File: src/rtl/vending_pkg.sv
// Shared types and constants for the vending credit/dispense path.
// Coin value decoding is reused by the coin-acceptor front end.
package vending_pkg;

    typedef enum logic [1:0] {
        StCollect,
        StDispense,
        StChange
    } state_e;

    typedef enum logic [1:0] {
        CoinNickel  = 2'd0,
        CoinDime    = 2'd1,
        CoinQuarter = 2'd2,
        CoinSlug    = 2'd3
    } coin_type_e;

    localparam logic [2:0] NickelValue  = 3'd1;
    localparam logic [2:0] DimeValue    = 3'd2;
    localparam logic [2:0] QuarterValue = 3'd5;

    localparam logic ChangeNickel = 1'b0;
    localparam logic ChangeDime   = 1'b1;

endpackage

File: src/rtl/vending_coin_decode.sv
// Maps a coin type code to its value in nickels and flags slugs.
module vending_coin_decode
    import vending_pkg::*;
(
    input  logic [1:0] coin_type_i,
    output logic [2:0] value_o,
    output logic       invalid_o
);

    always_comb begin
        value_o   = 3'd0;
        invalid_o = 1'b0;
        case (coin_type_i)
            CoinNickel:  value_o = NickelValue;
            CoinDime:    value_o = DimeValue;
            CoinQuarter: value_o = QuarterValue;
            default:     invalid_o = 1'b1;
        endcase
    end

endmodule

File: src/rtl/vending_controller.sv
// Credit/dispense sequencer: collects coins, requests one dispense at PRICE,
// then returns any remaining credit one coin at a time.
module vending_controller
    import vending_pkg::*;
#(
    parameter int unsigned PRICE      = 4,
    parameter int unsigned MAX_CREDIT = 7,
    parameter int unsigned CREDIT_W   = 4
) (
    input  logic                clk,
    input  logic                reset,
    input  logic                io_coin_valid,
    input  logic [1:0]          io_coin_type,
    output logic                io_coin_ready,
    input  logic                io_cancel,
    output logic                io_dispense_valid,
    input  logic                io_dispense_ready,
    output logic                io_change_valid,
    output logic                io_change_coin,
    input  logic                io_change_ready,
    output logic [CREDIT_W-1:0] io_credit,
    output logic                io_reject,
    output logic [7:0]          io_vend_count
);

    localparam logic [CREDIT_W:0]   MaxCreditW = (CREDIT_W+1)'(MAX_CREDIT);
    localparam logic [CREDIT_W-1:0] PriceC     = CREDIT_W'(PRICE);

    state_e              state_q, state_d;
    logic [CREDIT_W-1:0] credit_q, credit_d;
    logic                reject_q, reject_d;
    logic [7:0]          vend_q, vend_d;

    logic [2:0]          coin_value;
    logic                coin_invalid;
    logic [CREDIT_W:0]   credit_sum;
    logic                change_dime;

    vending_coin_decode u_coin_decode (
        .coin_type_i (io_coin_type),
        .value_o     (coin_value),
        .invalid_o   (coin_invalid)
    );

    // One extra bit so an overflowing coin is caught before it can wrap.
    assign credit_sum  = {1'b0, credit_q} + (CREDIT_W+1)'(coin_value);
    assign change_dime = (credit_q >= CREDIT_W'(2)) ? ChangeDime : ChangeNickel;

    always_comb begin
        state_d  = state_q;
        credit_d = credit_q;
        reject_d = 1'b0;
        vend_d   = vend_q;
        case (state_q)
            StCollect: begin
                if (io_cancel) begin
                    if (credit_q != '0) begin
                        state_d = StChange;
                    end
                end else if (io_coin_valid) begin
                    if (coin_invalid || (credit_sum > MaxCreditW)) begin
                        reject_d = 1'b1;
                    end else begin
                        credit_d = credit_sum[CREDIT_W-1:0];
                        if (credit_sum >= {1'b0, PriceC}) begin
                            state_d = StDispense;
                        end
                    end
                end
            end
            StDispense: begin
                if (io_dispense_ready) begin
                    credit_d = credit_q - PriceC;
                    vend_d   = vend_q + 8'd1;
                    state_d  = (credit_q != PriceC) ? StChange : StCollect;
                end
            end
            StChange: begin
                if (io_change_ready) begin
                    credit_d = credit_q - (change_dime ? CREDIT_W'(2) : CREDIT_W'(1));
                    if (credit_d == '0) begin
                        state_d = StCollect;
                    end
                end
            end
            default: state_d = StCollect;
        endcase
    end

    always_ff @(posedge clk or negedge reset) begin
        if (!reset) begin
            state_q  <= StCollect;
            credit_q <= '0;
            reject_q <= 1'b0;
            vend_q   <= 8'd0;
        end else begin
            state_q  <= state_d;
            credit_q <= credit_d;
            reject_q <= reject_d;
            vend_q   <= vend_d;
        end
    end

    assign io_coin_ready     = (state_q == StCollect) && !io_cancel;
    assign io_dispense_valid = (state_q == StDispense);
    assign io_change_valid   = (state_q == StChange);
    assign io_change_coin    = (state_q == StChange) && change_dime;
    assign io_credit         = credit_q;
    assign io_reject         = reject_q;
    assign io_vend_count     = vend_q;

endmodule
File: config.mk
export PLATFORM = sky130hd
export DESIGN_NAME = vending_controller
export DESIGN_NICKNAME = d
export VERILOG_FILES = /design/src/rtl/vending_pkg.sv /design/src/rtl/vending_coin_decode.sv /design/src/rtl/vending_controller.sv
export SDC_FILE = /design/constraint.sdc
export NUM_CORES = 1
export LEC_CHECK = 0
export CAP_MARGIN = 5
export CORE_MARGIN = 2
export CORE_UTILIZATION = 40
export CTS_CLUSTER_SIZE = 24
export DETAILED_ROUTE_END_ITERATION = 7
export GPL_ROUTABILITY_DRIVEN = 0
export PLACE_DENSITY_LB_ADDON = 0.25
export SYNTH_ARGS = -nofsm -noshare
export SYNTH_HDL_FRONTEND = slang
export SYNTH_SLANG_ARGS = --single-unit
File: constraint.sdc
create_clock -name clk -period 5.4 [get_ports clk]
set_clock_uncertainty 0.2 [all_clocks]
set_input_delay 0.81 -clock clk [delete_from_list [all_inputs] [get_ports clk]]
set_output_delay 0.81 -clock clk [all_outputs]
set_load 0.05 [all_outputs]
Word level (Yosys, flattened, before mapping). Index checks and enable logic that the tools add are counted.

Register bits: 15. Bits of input ports: 8. Output and inout bits: 17. Word-level logic and storage cells: 63.

$add $sub $neg: 4. $lt $le $gt $ge: 3. Equal/unequal tests: 15. Muxes and demuxes: 24. Reduce and logical (&&, ||, !) cells: 13.

Operators with widths (count): 2-bit two-way mux (10); 4-bit two-way mux (5); 3-bit inequality test (second input constant) (4); 4-bit one-hot mux with 3 select lines (1); 3-bit one-hot mux with 3 select lines (1); 8-bit by 1-bit adder with 8-bit output (second input constant) (1); 7-bit AND reduction (1); 1-bit two-way mux (6); 2-bit by 1-bit inequality test with 1-bit output (second input constant) (3); 2-bit inequality test (second input constant) (3); 2-bit one-hot mux with 3 select lines (1); 6-bit AND reduction (1); 4-bit by 3-bit adder with 5-bit output (1); 5-bit by 3-bit greater-or-equal comparator with 1-bit output (second input constant) (1); 5-bit by 3-bit > comparator with 1-bit output (second input constant) (1); 2-bit by 1-bit equality test with 1-bit output (second input constant) (2); 2-bit equality test (second input constant) (2); 4-bit by 2-bit greater-or-equal comparator with 1-bit output (second input constant) (1); 2-bit logical NOT (2); 4-bit logical NOT (1); 4-bit by 3-bit inequality test with 1-bit output (second input constant) (1); 4-bit nonzero test (1); 4-bit by 2-bit subtractor with 4-bit output (1); 4-bit by 3-bit subtractor with 4-bit output (second input constant) (1); 6 further kinds (7).

Depth between registers and ports, before layout. Gate-level depths: netlist (run 1).

Depth after elaboration: 9. Mapped depth: 12. Mapped depth without buffers: 11.

Cells and area by module. Synthesis (run 1) repeated with hierarchy kept, for this count alone.

Cell total of the unflattened synthesis: 122. Area, all modules: 1141.1 µm².

Modules (own cells, without submodules): vending_controller (instances 1, cells each 118, area each 1114.8 µm², seq. area each 375.4 µm²); vending_coin_decode (instances 1, cells each 4, area each 26.3 µm², seq. area each 0.0 µm²).

Worst setup path after synthesis (run 1). No wires, ideal clock.

Kind: reg2reg. Start point: reg credit_q[3], in the netlist io_credit[3]. End point: reg state_q[1]. Library setup time: 137 ps. Arrival time: 2706 ps. Required time: 5063 ps. Path slack: 2357 ps. Cell stages (with the launch flop): 12. Buffers on the path: 1. Clock period less this slack: 3043 ps. Cell sequence: dfrtp_1 buf_2 inv_1 ha_1 nand2b_1 inv_1 ha_1 fa_1 xor2_1 o41ai_2 and2_1 a32oi_1.

Longest elaborated chain between the ends: 7. Elaborated cells between the ends (all ways): 19. Those cells by class: add/sub: 2; order compare: 3; eq/ne: 5; mux: 5; reduce/logical: 4.

RTL lines: start, declared (line vending_controller.sv:30) `logic [CREDIT_W-1:0] credit_q, credit_d;`; start signal, assigned (line vending_controller.sv:98) `credit_q <= credit_d;`; 4-bit by 2-bit greater-or-equal comparator with 1-bit output (line vending_controller.sv:47) `assign change_dime = (credit_q >= CREDIT_W'(2)) ? ChangeDime : ChangeNickel;`; 1-bit two-way mux (line vending_controller.sv:47); 2-bit two-way mux (line vending_controller.sv:80) `credit_d = credit_q - (change_dime ? CREDIT_W'(2) : CREDIT_W'(1));`; 4-bit by 2-bit subtractor with 4-bit output (line vending_controller.sv:80); 4-bit logical NOT (line vending_controller.sv:81) `if (credit_d == '0) begin`; 2-bit by 1-bit inequality test with 1-bit output (no source line); 7-bit AND reduction (no source line); end signal, assigned (line vending_controller.sv:92) `state_q <= StCollect;`; end signal, assigned (line vending_controller.sv:97) `state_q <= state_d;`; end, declared (line vending_controller.sv:29) `state_e state_q, state_d;`.

Several ways; a longest one is shown, not always the timed one. The select of a mux whose other input is x is not followed. A chain may end at the register's enable or synchronous reset.

Final worst setup path (run 1).
Start point: in io_cancel. End point: out io_coin_ready.

Longest elaborated chain between the ends: 2.

RTL lines: start, declared (line vending_controller.sv:15) `input logic io_cancel,`; 1-bit logical NOT (line vending_controller.sv:104) `assign io_coin_ready = (state_q == StCollect) && !io_cancel;`; 1-bit logical AND (line vending_controller.sv:104); end, declared (line vending_controller.sv:14) `output logic io_coin_ready,`.

Every way passes these cells.

==> flow_summary.yaml, run 1 <==
yosys:
  syn_avg_cell_area_um2: 9.528
  ys.flop_type: "dfrtp_1"
  yosysSeqAreaShare_pct: 33.67
  async_reset_ff_share_pct: 100.0
  netlist_area_mm2: 0.001115
  synth_cells: 117
  yosysUniqueCellTypes: 39
  synth_warnings: 0
  synth-seq-cells: 15
  synth_edf_count: 0
  synth_nets: 138
route:
  ant_nets: 0
  vias: 920
  viasPerCell: 5.318
  drc: 0
  firstDrtPassIters: 4
  post_drt_wl_per_cell_um: 13.90
  drtIter0Drc: 18
  routed_wl_um: 2404
final_layout:
  final_area_mm2: 0.001408
  final_layout_size_suffix_gt1_share_pct: 7.042
  layout_commonest_cell: "clkdlybuf4s50_1"
  fin_nets: 164
  postLayoutCoreUtil_pct: 51.94
  fillerInstances: 279
  area_delta_synth_final_pct: 26.26
  multi_input_area_um2: 673.1
  regArea_um2: 375.4
  num_antenna_cells: 0
  final_cell_mix: "clkdlybuf4s50_1, dfrtp_1, inv_1"
placement:
  dp_hpwl_um: 1950
  detailedPlace.worstSlack_ps: 2028
  place_area_mm2: 0.001380
  port_buffers: 24
clock_network:
  cts_buffer_depth: 2
  postCtsSetupBuffers: 0
  clkTransAtPathRegs_ps: 80
  cts_buffers: 3
  cts_hold_buf: 0
  clk-insertion-delay-late_ps: 280
  root_buffer: "clkbuf_4"
  h-tree-depth: 1
  ctsResizeCount: 0
  cts_tree: "yes"
  cts.sink_count: 15
die:
  coreArea_mm2: 0.002710
  die_w_um: 56.79
  io_pins: 25
  fp-row-count: 19
  fp.dieArea_mm2: 0.003225
  die_height_um: 56.79
  start_util_pct: 41.14
critical_path:
  slowest_stage: "clkdlybuf4s50_1"
  crit_chain: "clkdlybuf4s50_1 > nand2b_1 > inv_1 > clkdlybuf4s50_1"
  crit_arrival_ps: 2360
  slowest_delay_ps: 800
  critPathRequiredTime_ps: 4390
  endpoint_kind: "output port"
  critical-path-top-delay-family: "buffers and inverters"
  crit_path_max_fanout: 5
  crit_top_cell: "clkdlybuf4s50_1"
  critPathBufInv: 3
  critPathLaunchType: "input port"
  crit_type: "input port to output port"
global_routing:
  track_usage_pct: 15.76
  grt_pass1_vias: 900
  use_met2_pct: 25.42
  use_met1_pct: 21.61
  grt_pass1_wl_um: 3960
  grt_max_degree: 16
  top_usage_layer: "met2"
  overflow: 0
  globalRouteMet3Util_pct: 4.839
  antenna_found_initial: 0
pwr:
  clkPwrFrac_pct: 7.0
  leakagePower_nw: 0.6587
  p_sw_share_pct: 52.75
  seq_power_share_pct: 22.0
  p_int_w: 0.0004181
  pwr_density_cell_mw_per_mm2: 628.7
  ir_worst_vdd_uv: 429.8
  power.switching_w: 0.0004668
  p_comb_share_pct: 71.1
sta:
  timing.hold.ws_ps: 271.2
  worst_slack_ps: 2031
  post-route-period-util_pct: 62.39
  setup_tns_ps: 0
  fmax_mhz: 296.8
  layout_min_cycle_time_ps: 3369
  rsz0062_at_grt: "no"
  hold_violations: 0
  final-max-slew-violation-count: 0
  slew_headroom_pct: 57.76
  worst_slew_pin_slew_ps: 631.6
  setup_viol: 0
run:
  maxCapViolCount: 0
outcome:
  outcome: "complete, no violations"
worst_hold_path:
  hold_path_class: "flop to flop"
-- final timing paths --
| path | from | endpoint | slack (ps) | cells past startpoint |
|---|---|---|---|---|
| min in group asynchronous | reset | io_vend_count[6]$_DFFE_PN0P_ | 720 | 1 |
| worst max-delay path | io_cancel | io_coin_ready | 2030 | 4 |
| max in group asynchronous | reset | io_reject$_DFF_PN0_ | 3880 | 1 |
| worst max register to register | io_credit[2]$_DFFE_PN0P_ | state_q[1]$_DFFE_PN0P_ | 2360 | 10 |
| worst min register to register | io_vend_count[7]$_DFFE_PN0P_ | io_vend_count[7]$_DFFE_PN0P_ | 270 | 1 |
| worst min-delay path | io_vend_count[7]$_DFFE_PN0P_ | io_vend_count[7]$_DFFE_PN0P_ | 270 | 1 |
-- cell type report --
type                            count  area share [%]
Sequential cell                    15           26.67
Clock inverter                      1          0.3556
Timing Repair Buffer               24           17.07
Multi-Input combinational cell     85           47.82
Clock buffer                        3           1.600
Tap cell                           31           2.756
Inverter                           14           3.733
-- power by group through the flow --
stage | clock, W | combinational, W | sequential (W)
after floorplan | 0 | 0.000396 | 0.000259
after global placement | 0 | 0.000612 | 0.000195
after detailed placement | 0 | 0.000624 | 0.000198
after CTS | 0.0000661 | 0.000629 | 0.000195
after global routing | 0.0000713 | 0.000681 | 0.000201
final | 0.0000616 | 0.000629 | 0.000195
-- synthesized netlist by cell type (3+ instances only) --
library cell  number  area share [%]
inv_1             13             4.4
xnor2_1            4             3.1
a21oi_1            7             3.1
nand2_1            6             2.0
ha_1              11              12
xor2_1             5             3.9
a21o_1             3             2.0
dfrtp_1           15              34
and2_1             3             1.7
o22ai_1            4             2.2
nand2b_1           6             3.4
nor2_1             4             1.3
o21ai_0            4             1.8
-- cells by family (layout without fill, tap and decap cells) --
| kind of cell | after synthesis | in the layout | synth area share [%] |
|---|---|---|---|
| DFF | 15 | 15 | 33.67 |
| muxes | 4 | 4 | 3.928 |
| AOI/OAI and AO/OA | 31 | 31 | 19.75 |
| buffers and inverters | 17 | 42 | 5.948 |
| xor gates and xnor gates | 9 | 9 | 7.070 |
| and+or+nand+nor | 28 | 28 | 13.69 |
| adders and majority gates | 13 | 13 | 15.94 |
-- per-layer routing --
layer / routed length, um / vias to the layer above
met5: 0 / -
met4: 0 / 0
met3: 124 / 0
met2: 1152 / 25
met1: 1126 / 432
li1: - / 463
-- registers in the layout, indices dropped and copies added (netlist names) --
register	flops
io_reject	1
state_q	2
io_credit	4
io_vend_count	8
-- stage by stage --
step / std cells / power [W]
CTS: 173 / 0.0008904
global placement: 169 / 0.0008074
finish: 173 / 0.0008850
floorplan: 117 / 0.0006558
global route: 173 / 0.0009529
detailed placement: 169 / 0.0008222
Note: power is estimated with default switching activity, not from simulation.
==> inputs of run 2 (changes only) <==
- clock period: 5.4 -> 2.85 ns (I/O delays scaled with it)
==> flow_summary.yaml, run 2 (same netlist as run 1, synthesis figures left out) <==
critical_path:
  r2r_slack_ps: 190
  endpoint_kind: "output port"
  critPathRequiredTime_ps: 2220
  critPathLaunch: "state_q[0]$_DFFE_PN0P_"
  r2r-end: "state_q[1]$_DFFE_PN0P_"
  crit_arrival_ps: 2070
  timing.rr.start: "io_credit[2]$_DFFE_PN0P_"
  endpoint: "io_change_coin"
  critPathLaunchType: "flop"
  crit_type: "flop to output port"
  ff2ff_path_depth: 11
  crit_path_max_fanout: 6
clock_network:
  clkTransAtPathRegs_ps: 80
  cts_hold_buf: 0
  h-tree-depth: 1
  cts_buffers: 3
  root_buffer: "clkbuf_4"
  cts_buffer_depth: 2
  clk-insertion-delay-late_ps: 270
  ctsResizeCount: 0
  cts_tree: "yes"
  postCtsSetupBuffers: 0
  cts.sink_count: 15
pwr:
  pwr_density_cell_mw_per_mm2: 1222
  leakagePower_nw: 0.7042
  power_w: 0.001810
  ir_worst_vdd_uv: 673.8
outcome:
  outcome: "complete, no violations"
route:
  routed_wl_um: 2600
  vias: 991
  firstDrtPassIters: 4
  post_drt_wl_per_cell_um: 14.21
  viasPerCell: 5.415
  ant_nets: 0
  drc: 0
  drtIter0Drc: 26
placement:
  port_buffers: 24
  dp_hpwl_um: 2107
final_layout:
  fillerInstances: 259
  largest_reg_flops: 8
  area_delta_synth_final_pct: 32.88
  layout_commonest_cell: "clkdlybuf4s50_1"
  num_antenna_cells: 0
  postLayoutCoreUtil_pct: 54.66
  regArea_um2: 377.9
  final_cell_mix: "clkdlybuf4s50_1, inv_1, dfrtp_1"
  fin_nets: 174
  multi_input_area_um2: 673.1
  final_layout_size_suffix_gt1_share_pct: 14.47
global_routing:
  grt_max_degree: 16
  top_usage_layer: "met2"
  overflow: 0
  use_met1_pct: 24.06
  globalRouteMet3Util_pct: 4.839
  use_met2_pct: 28.90
  track_usage_pct: 17.78
  grt_pass1_wl_um: 4374
  antenna_found_initial: 0
  grt_pass1_vias: 922
sta:
  worst_slew_pin_slew_ps: 663.3
  setup_tns_ps: 0
  rsz0062_at_grt: "no"
  fmax_mhz: 371.3
  post-route-period-util_pct: 94.50
  hold_violations: 0
  slew_headroom_pct: 55.64
  final-max-slew-violation-count: 0
  setup_viol: 0
  layout_min_cycle_time_ps: 2693
die:
  start_util_pct: 41.14
  die_height_um: 56.79
  io_pins: 25
  fp-row-count: 19
  coreArea_mm2: 0.002710
  die_w_um: 56.79
  fp.dieArea_mm2: 0.003225
run:
  maxCapViolCount: 0
worst_hold_path:
  hold_path_class: "flop to flop"
-- run 2: cell count changes in the layout (fill, tap and decap cells not counted) --
| cell | previous run | this run |
|---|---|---|
| dfrtp_1 | 15 | 13 |
| dfrtp_2 | 0 | 2 |
| clkinv_2 | 1 | 0 |
| clkbuf_1 | 0 | 1 |
| buf_4 | 0 | 11 |
| clkdlybuf4s50_1 | 24 | 23 |
-- run 2: metrics by stage --
stage	worst slack (ps)	instance area (um^2)	hold WS, ps	instances
after floorplan	26.43	1124	-68.09	117
after global placement	55.43	1455	261.7	179
after detailed placement	-40.71	1455	266.7	179
after CTS	127.3	1481	279.1	183
after global routing	4.275	1481	323.0	183
final	156.7	1481	274.2	183
-- run 2: worst min-delay path by stage --
stage | start | endpoint | slack [ps] | cells past startpoint
2_1_floorplan | reset | io_credit[0]$_DFFE_PN0P_ | -70 | 0
3_3_place_gp | io_vend_count[7]$_DFFE_PN0P_ | io_vend_count[7]$_DFFE_PN0P_ | 260 | 1
3_5_place_dp | io_vend_count[7]$_DFFE_PN0P_ | io_vend_count[7]$_DFFE_PN0P_ | 270 | 1
4_1_cts | io_vend_count[7]$_DFFE_PN0P_ | io_vend_count[7]$_DFFE_PN0P_ | 280 | 1
5_1_grt | io_vend_count[7]$_DFFE_PN0P_ | io_vend_count[7]$_DFFE_PN0P_ | 320 | 1
6_report | io_vend_count[7]$_DFFE_PN0P_ | io_vend_count[7]$_DFFE_PN0P_ | 270 | 1
-- run 2: layout make-up --
type | count | area share [%]
clock buffers | 4 | 1.774
inverters | 14 | 3.547
repair buffers | 34 | 21.11
multi-input cells | 85 | 45.44
flip-flops and latches | 15 | 25.51
well taps | 31 | 2.618
-- run 2: where the power goes --
group	leakage, nW	switching [W]	total, W	internal, W
logic	0.495	0.000799	0.00136	0.000561
registers	0.194	0.0000560	0.000334	0.000278
clock network	0.0150	0.0000630	0.000117	0.0000542
-- run 2: routing by layer --
layer  part of all wire (%)  wire length, um  up-vias
li1                       -                -      486
met1                     46             1198      473
met2                     47             1227       30
met3                    6.3              164        2
met4                   0.35                9        0
met5                      0                0        -
-- run 2: worst max-delay path: stages, from the launching register on --
cell	delay [ps]
dfrtp_1	430
inv_1	90
ha_1	300
inv_2	80
nor2_1	100
clkdlybuf4s50_1	800
